==> src/rtl/cen_pkg.sv <==
// Shared state encodings and width helper for the centering-mean unit.
package cen_pkg;

  typedef logic [1:0] cen_state_t;

  localparam cen_state_t S_IDLE = 2'd0;
  localparam cen_state_t S_ACC  = 2'd1;
  localparam cen_state_t S_DIV  = 2'd2;
  localparam cen_state_t S_OUT  = 2'd3;

  // Accumulator width that holds 2**log2_n full-scale samples without wrapping.
  function automatic int unsigned cen_acc_w(input int unsigned data_w, input int unsigned log2_n);
    return data_w + log2_n;
  endfunction

endpackage

==> src/rtl/cen_acc_lane.sv <==
// One channel of the centering-mean unit: accumulator plus shift-divide into a held mean register.
// Define CEN_MEAN_ROUND_EN to round half up instead of truncating.
module cen_acc_lane
  import cen_pkg::*;
#(
  parameter int unsigned DATA_W = 26,
  parameter int unsigned LOG2_N = 7
) (
  input  logic              clk,
  input  logic              rst,
  input  logic              clr,
  input  logic              add,
  input  logic [DATA_W-1:0] din,
  input  logic              div,
  output logic [DATA_W-1:0] mean
);

  localparam int unsigned ACC_W = cen_acc_w(DATA_W, LOG2_N);

  logic [ACC_W-1:0]  r_acc;
  logic [DATA_W-1:0] r_mean;
  logic [ACC_W-1:0]  w_sum;
  logic [DATA_W-1:0] w_mean;

`ifdef CEN_MEAN_ROUND_EN
  localparam logic [ACC_W-1:0] RoundBias = ACC_W'(1) << (LOG2_N - 1);
  // Worst case (2**DATA_W-1)*2**LOG2_N + bias still fits ACC_W.
  assign w_sum = r_acc + RoundBias;
`else
  assign w_sum = r_acc;
`endif

  assign w_mean = DATA_W'(w_sum >> LOG2_N);

  always_ff @(posedge clk) begin
    if (rst) begin
      r_acc  <= '0;
      r_mean <= '0;
    end else begin
      if (clr) begin
        r_acc <= '0;
      end else if (add) begin
        r_acc <= r_acc + ACC_W'(din);
      end
      if (div) begin
        r_mean <= w_mean;
      end
    end
  end

  assign mean = r_mean;

endmodule

==> src/rtl/cen_mean_unit.sv <==
// Centering-mean unit: block FSM, sample counter and NUM_CH accumulator lanes.
// Optional rounding selected by CEN_MEAN_ROUND_EN (see cen_acc_lane).
module cen_mean_unit
  import cen_pkg::*;
#(
  parameter int unsigned NUM_CH = 4,
  parameter int unsigned DATA_W = 26,
  parameter int unsigned LOG2_N = 7
) (
  input  logic                     clk,
  input  logic                     rst,
  input  logic                     start,
  input  logic                     in_valid,
  output logic                     in_ready,
  input  logic [NUM_CH*DATA_W-1:0] in_data,
  output logic                     out_valid,
  input  logic                     out_ready,
  output logic [NUM_CH*DATA_W-1:0] out_mean,
  output logic                     busy
);

  cen_state_t        r_state;
  cen_state_t        w_state_nxt;
  logic [LOG2_N-1:0] r_count;
  logic              w_accept;
  logic              w_clr;
  logic              w_add;
  logic              w_div;
  logic              w_last;

  assign in_ready  = (r_state == S_ACC);
  assign out_valid = (r_state == S_OUT);
  assign busy      = (r_state == S_ACC) | (r_state == S_DIV);

  // start aborts any block still in progress but never drops means waiting in S_OUT.
  assign w_accept = in_valid & in_ready;
  assign w_clr    = start & (r_state != S_OUT);
  assign w_add    = w_accept & ~start;
  assign w_div    = (r_state == S_DIV) & ~start;
  assign w_last   = (r_count == {LOG2_N{1'b1}});

  always_comb begin
    w_state_nxt = r_state;
    unique case (r_state)
      S_IDLE:  if (start) w_state_nxt = S_ACC;
      S_ACC:   if (start) w_state_nxt = S_ACC;
               else if (w_add && w_last) w_state_nxt = S_DIV;
      S_DIV:   w_state_nxt = start ? S_ACC : S_OUT;
      S_OUT:   if (out_ready) w_state_nxt = S_IDLE;
      default: w_state_nxt = S_IDLE;
    endcase
  end

  always_ff @(posedge clk) begin
    if (rst) begin
      r_state <= S_IDLE;
      r_count <= '0;
    end else begin
      r_state <= w_state_nxt;
      if (w_clr) begin
        r_count <= '0;
      end else if (w_add) begin
        r_count <= r_count + LOG2_N'(1);
      end
    end
  end

  for (genvar k = 0; k < NUM_CH; k++) begin : g_lane
    cen_acc_lane #(
      .DATA_W(DATA_W),
      .LOG2_N(LOG2_N)
    ) u_lane (
      .clk (clk),
      .rst (rst),
      .clr (w_clr),
      .add (w_add),
      .din (in_data[k*DATA_W +: DATA_W]),
      .div (w_div),
      .mean(out_mean[k*DATA_W +: DATA_W])
    );
  end

endmodule

==> config.mk <==
export PLATFORM = sky130hd
export DESIGN_NAME = cen_mean_unit
export DESIGN_NICKNAME = d
export VERILOG_FILES = /design/src/rtl/cen_pkg.sv /design/src/rtl/cen_acc_lane.sv /design/src/rtl/cen_mean_unit.sv
export SDC_FILE = /design/constraint.sdc
export NUM_CORES = 1
export LEC_CHECK = 0
export CORE_AREA = 2 2 145 204
export DETAILED_ROUTE_END_ITERATION = 8
export DIE_AREA = 0 0 147 206
export HOLD_SLACK_MARGIN = 0.15
export PLACE_DENSITY = 0.7
export SETUP_SLACK_MARGIN = 0.2
export SLEW_MARGIN = 10
export SYNTH_ARGS = -nofsm -noshare
export SYNTH_HDL_FRONTEND = slang
export SYNTH_SLANG_ARGS = --single-unit
==> constraint.sdc <==
create_clock -name clk -period 6.5 [get_ports clk]
set_clock_uncertainty 0.2 [all_clocks]
set_input_delay 1.625 -clock clk [delete_from_list [all_inputs] [get_ports clk]]
set_output_delay 1.625 -clock clk [all_outputs]
set_load 0.02 [all_outputs]
==> results by stage, run 1 <==
Logic synthesis:
- The proportion of synthesized chip area in sequential cells is 0.348.
- After technology mapping, the gate count stands at around 1,800.
- The synthesized cell area is roughly 14,000 µm².
- The number of flops mapped to enable cells by yosys is 0.
- The most used flip-flop cell after synthesis is dfxtp_1.
- Dividing the synthesized area by the synthesized cell count gives a little under 8 µm².
- Of all flip-flops after synthesis, the portion carrying an async set or reset was 0.
- The synthesized netlist net count is 2,040.
- The post-synthesis cell type count is 81.
- The synthesis-stage register bit count is 245.
- During synthesis, Yosys emitted a total of 0 warnings.

Timing:
- The maximum operating frequency is between 0.2 and 0.25 GHz.
- Measured against its own limit, the worst slew margin works out to 0.180.
- At the pin with the least slew margin, the transition time is about 1.2 ns.
- Setup repair after global routing left no endpoint under its margin.
- After layout, the minimum clock period comes to approximately 4.4 ns.
- The number of endpoints with negative hold slack in the final report is 0.
- The final period utilization is 0.675.
- The worst slack on hold paths is 0.252 ns.
- Summed over all failing endpoints, the final setup total negative slack is 0 ns.
- Setup violations remaining at the end of the flow were counted as 0.
- The final max-slew violation count is 0.

Floorplanning:
- The floorplan step defined a die boundary enclosing 30,300 µm².
- Measured along the y axis, the die boundary spans just over 200 µm.
- The floorplan has 74 rows.
- The overall die width is between 100 and 150 µm.
- The core region is 28,700 µm².
- The starting density of the core is 0.491.
- The number of ports placed on the die boundary is around 220.

Hold path:
- The origin of the worst min-delay path is g_lane[2].u_lane.mean[7].
- The path class of the tightest hold or removal check is reg -> reg.

Critical path:
- STA classifies the critical path endpoint as a register.
- Tracing the worst setup path back leads to its startpoint at in_data[26].
- The maximum fanout count along the critical path is 8.
- The critical path launch point type is an input pin.
- The beginning of the worst register-to-register path is g_lane[1].u_lane.r_acc[0].
- At the worst endpoint, the required time is between 6 and 7 ns.
- For the worst setup path, the data arrival time is around 4.6 ns.
- The start-to-end type of the worst setup path is in -> reg.

Global routing:
- The met3 usage is 0.0362.
- For met2 alone, demand over resource in global routing was 0.462.
- The overall global routing resource usage is 0.250.
- The peak-usage layer in the global routing report is met2.
- The met1 routing resource usage after global routing is 0.289.
- Entering global routing, the biggest net connects 85 pins.
- The number of global-route vias before repair came to ~13,000.
- The overall overflow remaining after global route is 0.
- The global-route wire length before repair is 62.9 mm.
- The initial antenna violation count was 1.

Power and ir drop:
- Of the total power, the clock network draws 0.431.
- The completed layout was analyzed and its total power is roughly 3500 µW.
- The worst voltage drop across the vdd grid is about 0.19 mV.
- Of the total power, registers draw 0.439.
- The logic gate share of total power is 0.131.
- The switching power is approximately 900 µW.
- Cell internal power was estimated by the tool at between 2000 and 3000 µW.
- The power density over the cells is between 200 and 250 nW/µm².
- The total leakage power is about 0.0067 µW.
- The fraction of power spent switching nets is 0.255.

Place:
- The placed instances occupy a cell area of 16,500 µm².
- Buffers placed on the I/O ports in this run total 215.
- In this run, placement finished with an instance count of ~2,300.
- The detailed-placement wirelength estimate is between 20 and 30 mm.
- Routability-driven placement finished with a final weighted congestion of approximately 0.9.

Finish:
- For this run, the post-layout net count is roughly 2,200.
- The layout-stage area growth over the synthesis result is 23.0%.
- Excluding fillers, the count of instances in the completed layout stands at 2,383.
- The top cell types in the final layout, fill and taps aside, are 420 x nand2_1, 280 x a21oi_1, 245 x dfxtp_1.
- The design area is ~17,000 µm².
- In the final layout, the share of cells above drive strength 1 is 0.0470.
- Leaving out fill and tap cells, the most frequent cell in the layout is nand2_1.

Clock network:
- The maximum number of buffers from clock root to sink is 3.
- Clock tree synthesis found a total of approximately 250 sinks.
- Clock tree synthesis inserted a total of 25 buffers.
- The insertion delay to the later sink of the worst-skew pair is 0.53 ns.
- Clock tree synthesis selected as its root buffer the cell clkbuf_16.
- TritonCTS built the clock tree.
- For this design, the CTS-stage hold fixing added 0 buffers.
- The post-CTS setup buffer count is 0.
- After clock tree synthesis, the clock-pin slew on the worst setup and hold paths is roughly 0.060 ns.
- The post-cts sizing count is 0.
- The H-tree depth is 1.

Flow run:
- Across the run, the number of max-cap violations was 0.

Drt:
- Dividing the detail-routed wire length by the instance count gives 16.2 µm.
- The detail route stage leaves a number of antenna-violating nets equal to 0.
- The first routing iteration left just over 600 violations.
- In the routed design, unresolved DRC markers number 0.
- The vias after detailed routing is roughly 13,000.
- After detailed routing, the number of vias per cell comes to about 5.6.
- The routed wire length is roughly 39 mm.
- The count of TritonRoute iterations in the first routing pass is 5.

Outcome:
- The flow ran to the end, and the final reports show no timing, DRC or antenna violations.
cells in the mapped netlist (all sizes together) (21+ instances only):
| cell type | instances | share of area |
|---|---|---|
| a211oi | 22 | 0.012 |
| a21o | 51 | 0.027 |
| a21oi | 283 | 0.10 |
| clkbuf | 67 | 0.019 |
| dfxtp | 245 | 0.35 |
| ha | 110 | 0.098 |
| inv | 39 | 0.010 |
| nand2 | 421 | 0.11 |
| nand3 | 44 | 0.016 |
| nor2 | 92 | 0.024 |
| nor3 | 25 | 0.0089 |
| o21a | 21 | 0.011 |
| o21ai | 75 | 0.027 |
| or3 | 21 | 0.0093 |
| xnor2 | 51 | 0.032 |
| xor2 | 24 | 0.015 |
critical path: stages:
cell             delay, ns
clkdlybuf4s50_1       0.41
ha_1                  0.23
fa_1                  0.43
a21o_1                0.22
a221oi_2              0.32
a21oi_2               0.15
a22o_1                0.30
a21o_1                0.24
a41oi_2               0.39
nor3_1                0.08
o21a_1                0.20
logic make-up (layout without fill, tap and decap cells):
family | after synthesis | in the layout | share of synthesized area
flops | 245 | 245 | 0.348
compound gates | 564 | 564 | 0.250
fa+ha+maj | 114 | 114 | 0.103
buf+inv | 124 | 309 | 0.0359
mux | 8 | 8 | 0.00577
other cells | 0 | 1 | 0
simple gates | 687 | 687 | 0.211
xor+xnor | 75 | 75 | 0.0466
layer usage:
metal,share of wire,vias up,wire length [µm]
met5,0,-,0
met4,0.037,0,1440
met3,0.050,81,1940
met2,0.50,349,19300
met1,0.41,6201,15900
li1,-,6746,-
cell type report:
class	instances	area, µm²
diodes	1	2.50
clock buffers	31	678
clock inverters	13	165
fillers	2664	11400
inverters	39	146
multi-input cells	1448	8720
flip-flops and latches	245	4900
well taps	380	475
repair buffers	226	2240
sequential cells by signal, indices dropped and copies added, names as in the netlist:
register / cells
r_count: 7
r_state: 2
g_lane.u_lane.mean: 104
g_lane.u_lane.r_acc: 132
power groups by stage:
stage / combinational, µW / clock (µW) / sequential [µW]
finish: 456 / 1500 / 1530
global route: 503 / 1600 / 1530
CTS: 455 / 1550 / 1530
detailed placement: 453 / 0 / 1560
global placement: 446 / 0 / 1560
floorplan: 292 / 0 / 1560
worst paths after layout:
| kind | slack (ns) | cells after the start | to |
|---|---|---|---|
| worst max-delay path | 2.11 | 11 | g_lane[1].u_lane.r_acc[26] |
| worst min-delay path | 0.25 | 2 | g_lane[2].u_lane.mean[7] |
| worst max register to register | 3.33 | 10 | g_lane[1].u_lane.r_acc[26] |
| worst min register to register | 0.25 | 2 | g_lane[2].u_lane.mean[7] |
through the flow:
stage | util | worst slack (ns)
6_report | 0.604 | 2.11
5_1_grt | 0.604 | 1.91
4_1_cts | 0.604 | 2.15
3_5_place_dp | 0.575 | 1.60
3_3_place_gp | 0.575 | 1.64
2_1_floorplan | - | 2.30
Power figures use the tool's default switching activity.
==> run 2, diff against run 1 <==
Settings changed: PLACE_DENSITY 0.7 to 0.73.
Clock period 6.5 ns to 3.7 ns, I/O delays scaled along.
==> results by stage, run 2 (synthesis results as in run 1) <==
Critical path:
- Cells traversed along the worst timing path: clkdlybuf4s50_1 > ha_1 > fa_2 > a21o_1 > a221oi_4 > a21oi_2 > a22o_1 > a21o_1 > buf_4 > a21oi_1 > nor2b_1 > o31ai_1 (was clkdlybuf4s50_1 > ha_1 > fa_1 > a21o_1 > a221oi_2 > a21oi_2 > a22o_1 > a21o_1 > a41oi_2 > nor3_1 > o21a_1).
- The maximum fanout count along the critical path is 2 (was 8).
- The family of cells with the greatest summed delay on the critical path was compound AO/OA/AOI/OAI gates (unchanged).
- The total buffers and inverters traversed by the critical path is 2 (was 1).
- The start-to-end type of the worst setup path is in -> reg (unchanged).
- The standard cell with the maximum stage delay on the critical path is clkdlybuf4s50_1 (was fa_1).
- The logic depth of the worst path, buffers included is 12 (was 11).
- The category of the worst setup path capture point is a register (unchanged).
- The data required time at the worst endpoint is 3.95 ns (was 6.73 ns).
- The cell depth of the worst flop-to-flop path is 11 (was 10).
- The arrival time of the worst setup path is 3.61 ns (was 4.62 ns).
- The largest stage delay on the critical path is 0.41 ns (was 0.43 ns).
- The cell occurring most often along the worst timing path is a21o_1 (unchanged).
- The critical path launch point type is an input pin (unchanged).

Drt:
- The routed wire length is 39.9 mm (was 38.6 mm).
- The remaining antenna violation count is 0 (unchanged).
- The vias after detailed routing is 14,000 (was 13,400).
- The count of TritonRoute iterations in the first routing pass is 5 (unchanged).
- The count of routing violations after the opening detailed-route iteration is 657 (was 615).
- The detail-routed via count per cell is 5.58 (was 5.61).
- The post-detailed-route wirelength per cell came to 15.9 µm (was 16.2 µm).
- The post-route DRC violation count is 0 (unchanged).

Place:
- The detailed-placement wirelength estimate is 29.2 mm (was 27.0 mm).
- The post-placement cell area was 17,400 µm² (was 16,500 µm²).
- The number of port buffers is 215 (unchanged).
- The weighted congestion reported at the end of routability-driven placement came to 0.865 (was 0.880).

Finish:
- The register with the most flip-flops is g_lane.u_lane.r_acc (unchanged).
- The number of flip-flops under the largest register name is 132 (unchanged).
- The commonest non-fill, non-tap cell in the layout is nand2_1 (unchanged).
- The fraction of layout cells with a size suffix above 1 was 0.106 (was 0.0470).
- The net count reported at finish is 2,330 (was 2,208).
- The layout filler cell count is 2,530 (was 2,664).
- The design area was 18,400 µm² (was 17,300 µm²).
- The footprint of the flip-flops and latches came to 4900 µm² (unchanged).
- Most frequent cells in the layout: 420 x nand2_1, 280 x a21oi_1, 245 x dfxtp_1 (unchanged).
- The footprint of the multi-input gates was 8790 µm² (was 8720 µm²).
- The count of antenna diodes in the layout was 0 (was 1).
- The layout-stage area growth over the synthesis result was 30.5% (was 23.0%).

Clock network:
- The number of buffers added to fix hold violations after cts is 0 (unchanged).
- The clock transition at the register clock pins on the worst setup and hold paths after CTS came to 0.06 ns (about the same).
- The insertion delay to the later sink of the worst-skew pair is 0.54 ns (was 0.53 ns).
- The number of buffers inserted during clock tree synthesis came to 26 (was 25).
- The root buffer cell is clkbuf_16 (unchanged).
- The maximum number of buffers from clock root to sink came to 3 (unchanged).
- The clock sink count is 245 (unchanged).
- The CTS tree is built (unchanged).
- The H-tree depth is 1 (unchanged).

Timing:
- The worst-case headroom to the max-slew limit is 0.568 (was 0.180).
- The routed design could run at a clock period as short as ~3.4 ns.
- In the finished design, the share of the clock period the worst path needs comes to 0.907.
- The number of endpoints with negative hold slack in the final report was 0 (unchanged).
- Unrepaired setup endpoints after global routing: yes (was no).
- The slew at the pin closest to its max-slew limit is 0.648 ns (was 1.23 ns).
- The final max-slew violation count is 0 (unchanged).
- The maximum operating frequency is around 0.30 GHz.
- The number of setup violations in the final report is 0 (unchanged).

Power and ir drop:
- The post-route total power is 6260 µW (was 3490 µW).
- The total leakage power is 0.00730 µW (was 0.00668 µW).
- The power density over the cells was 340 nW/µm² (was 201 nW/µm²).
- The worst voltage drop across the vdd grid was 0.386 mV (was 0.192 mV).

Floorplanning:
- The floorplan core area is 28,700 µm² (unchanged).
- The die area is 30,300 µm² (unchanged).
- The floorplan row count was 74 (unchanged).
- The starting density of the core is 0.491 (unchanged).
- The die height was 206 µm (unchanged).
- The overall die width is 147 µm (unchanged).
- The number of ports placed on the die boundary came to 216 (unchanged).

Global routing:
- The overall overflow remaining after global route is 0 (unchanged).
- The global-route wire length before repair is 64.8 mm (was 62.9 mm).
- The overall global routing resource usage was 0.256 (was 0.250).
- The initial antenna violation count is 0 (was 1).
- The number of global-route vias before repair is 13,800 (was 13,000).
- The pin count of the biggest net entering global routing is 105 (was 85).

Outcome:
- Outcome: complete, no violations (unchanged).

Flow run:
- The number of maximum-capacitance violations is 0 (unchanged).

Hold path:
- The hold-critical path depth is 2 (unchanged).
- The type of the most critical hold path was reg -> reg (unchanged).
## run 2: cell type report
| cell class | count | area share |
|---|---|---|
| Timing Repair Buffer | 347 | 0.174 |
| Inverter | 39 | 0.00796 |
| Multi-Input combinational cell | 1448 | 0.478 |
| Clock buffer | 36 | 0.0413 |
| Clock inverter | 12 | 0.00687 |
| Sequential cell | 245 | 0.267 |
| Tap cell | 380 | 0.0258 |
## run 2: worst paths after layout
path | start | to | slack [ns]
worst min register to register | g_lane[0].u_lane.mean[8] | g_lane[0].u_lane.mean[8] | 0.25
worst min-delay path | g_lane[0].u_lane.mean[8] | g_lane[0].u_lane.mean[8] | 0.25
worst max-delay path | in_data[26] | g_lane[1].u_lane.r_acc[22] | 0.34
worst max register to register | g_lane[0].u_lane.r_acc[0] | g_lane[0].u_lane.r_acc[30] | 0.83
## run 2: through the flow
| step | hold slack, ns | instances | utilization | TNS, ns | worst slack (ns) |
|---|---|---|---|---|---|
| 5_1_grt | 0.269 | 2507 | 0.641 | 0 | 0.171 |
| 4_1_cts | 0.254 | 2503 | 0.638 | 0 | 0.217 |
| 6_report | 0.251 | 2507 | 0.641 | 0 | 0.343 |
| 3_3_place_gp | 0.241 | 2455 | 0.607 | -8.55 | -0.402 |
| 3_5_place_dp | 0.246 | 2455 | 0.607 | -10.57 | -0.459 |
| 2_1_floorplan | 0.233 | 1817 | - | 0 | 0.214 |
## run 2: timing repair
item / CTS / global route
setup buffers: 0 / 4
endpoints found under the setup margin: 6 / 27
resized for setup: 2 / 13
pin swaps: 1 / 12
## run 2: worst reg2reg max path, cell delays in order, from the launching register on
cell and delay, ns:
dfxtp_1 0.37, ha_4 0.16, fa_2 0.21, a21oi_1 0.09
a2bb2oi_1 0.15, buf_4 0.15, a2111oi_4 0.38, o211ai_1 0.13
and3_4 0.20, o211a_4 0.27, or3_1 0.32, a21oi_1 0.16
## run 2: layer usage
layer	global-route usage	wire [µm]
met1	0.289	15800
met2	0.485	20700
met3	0.0371	2060
met4	0.0989	1350
met5	0	0
## run 2: where the power goes
part / switching, µW / internal [µW] / total [µW]
Combinational: 494 / 399 / 893
Clock: 1100 / 1580 / 2680
Sequential: 24.2 / 2670 / 2690
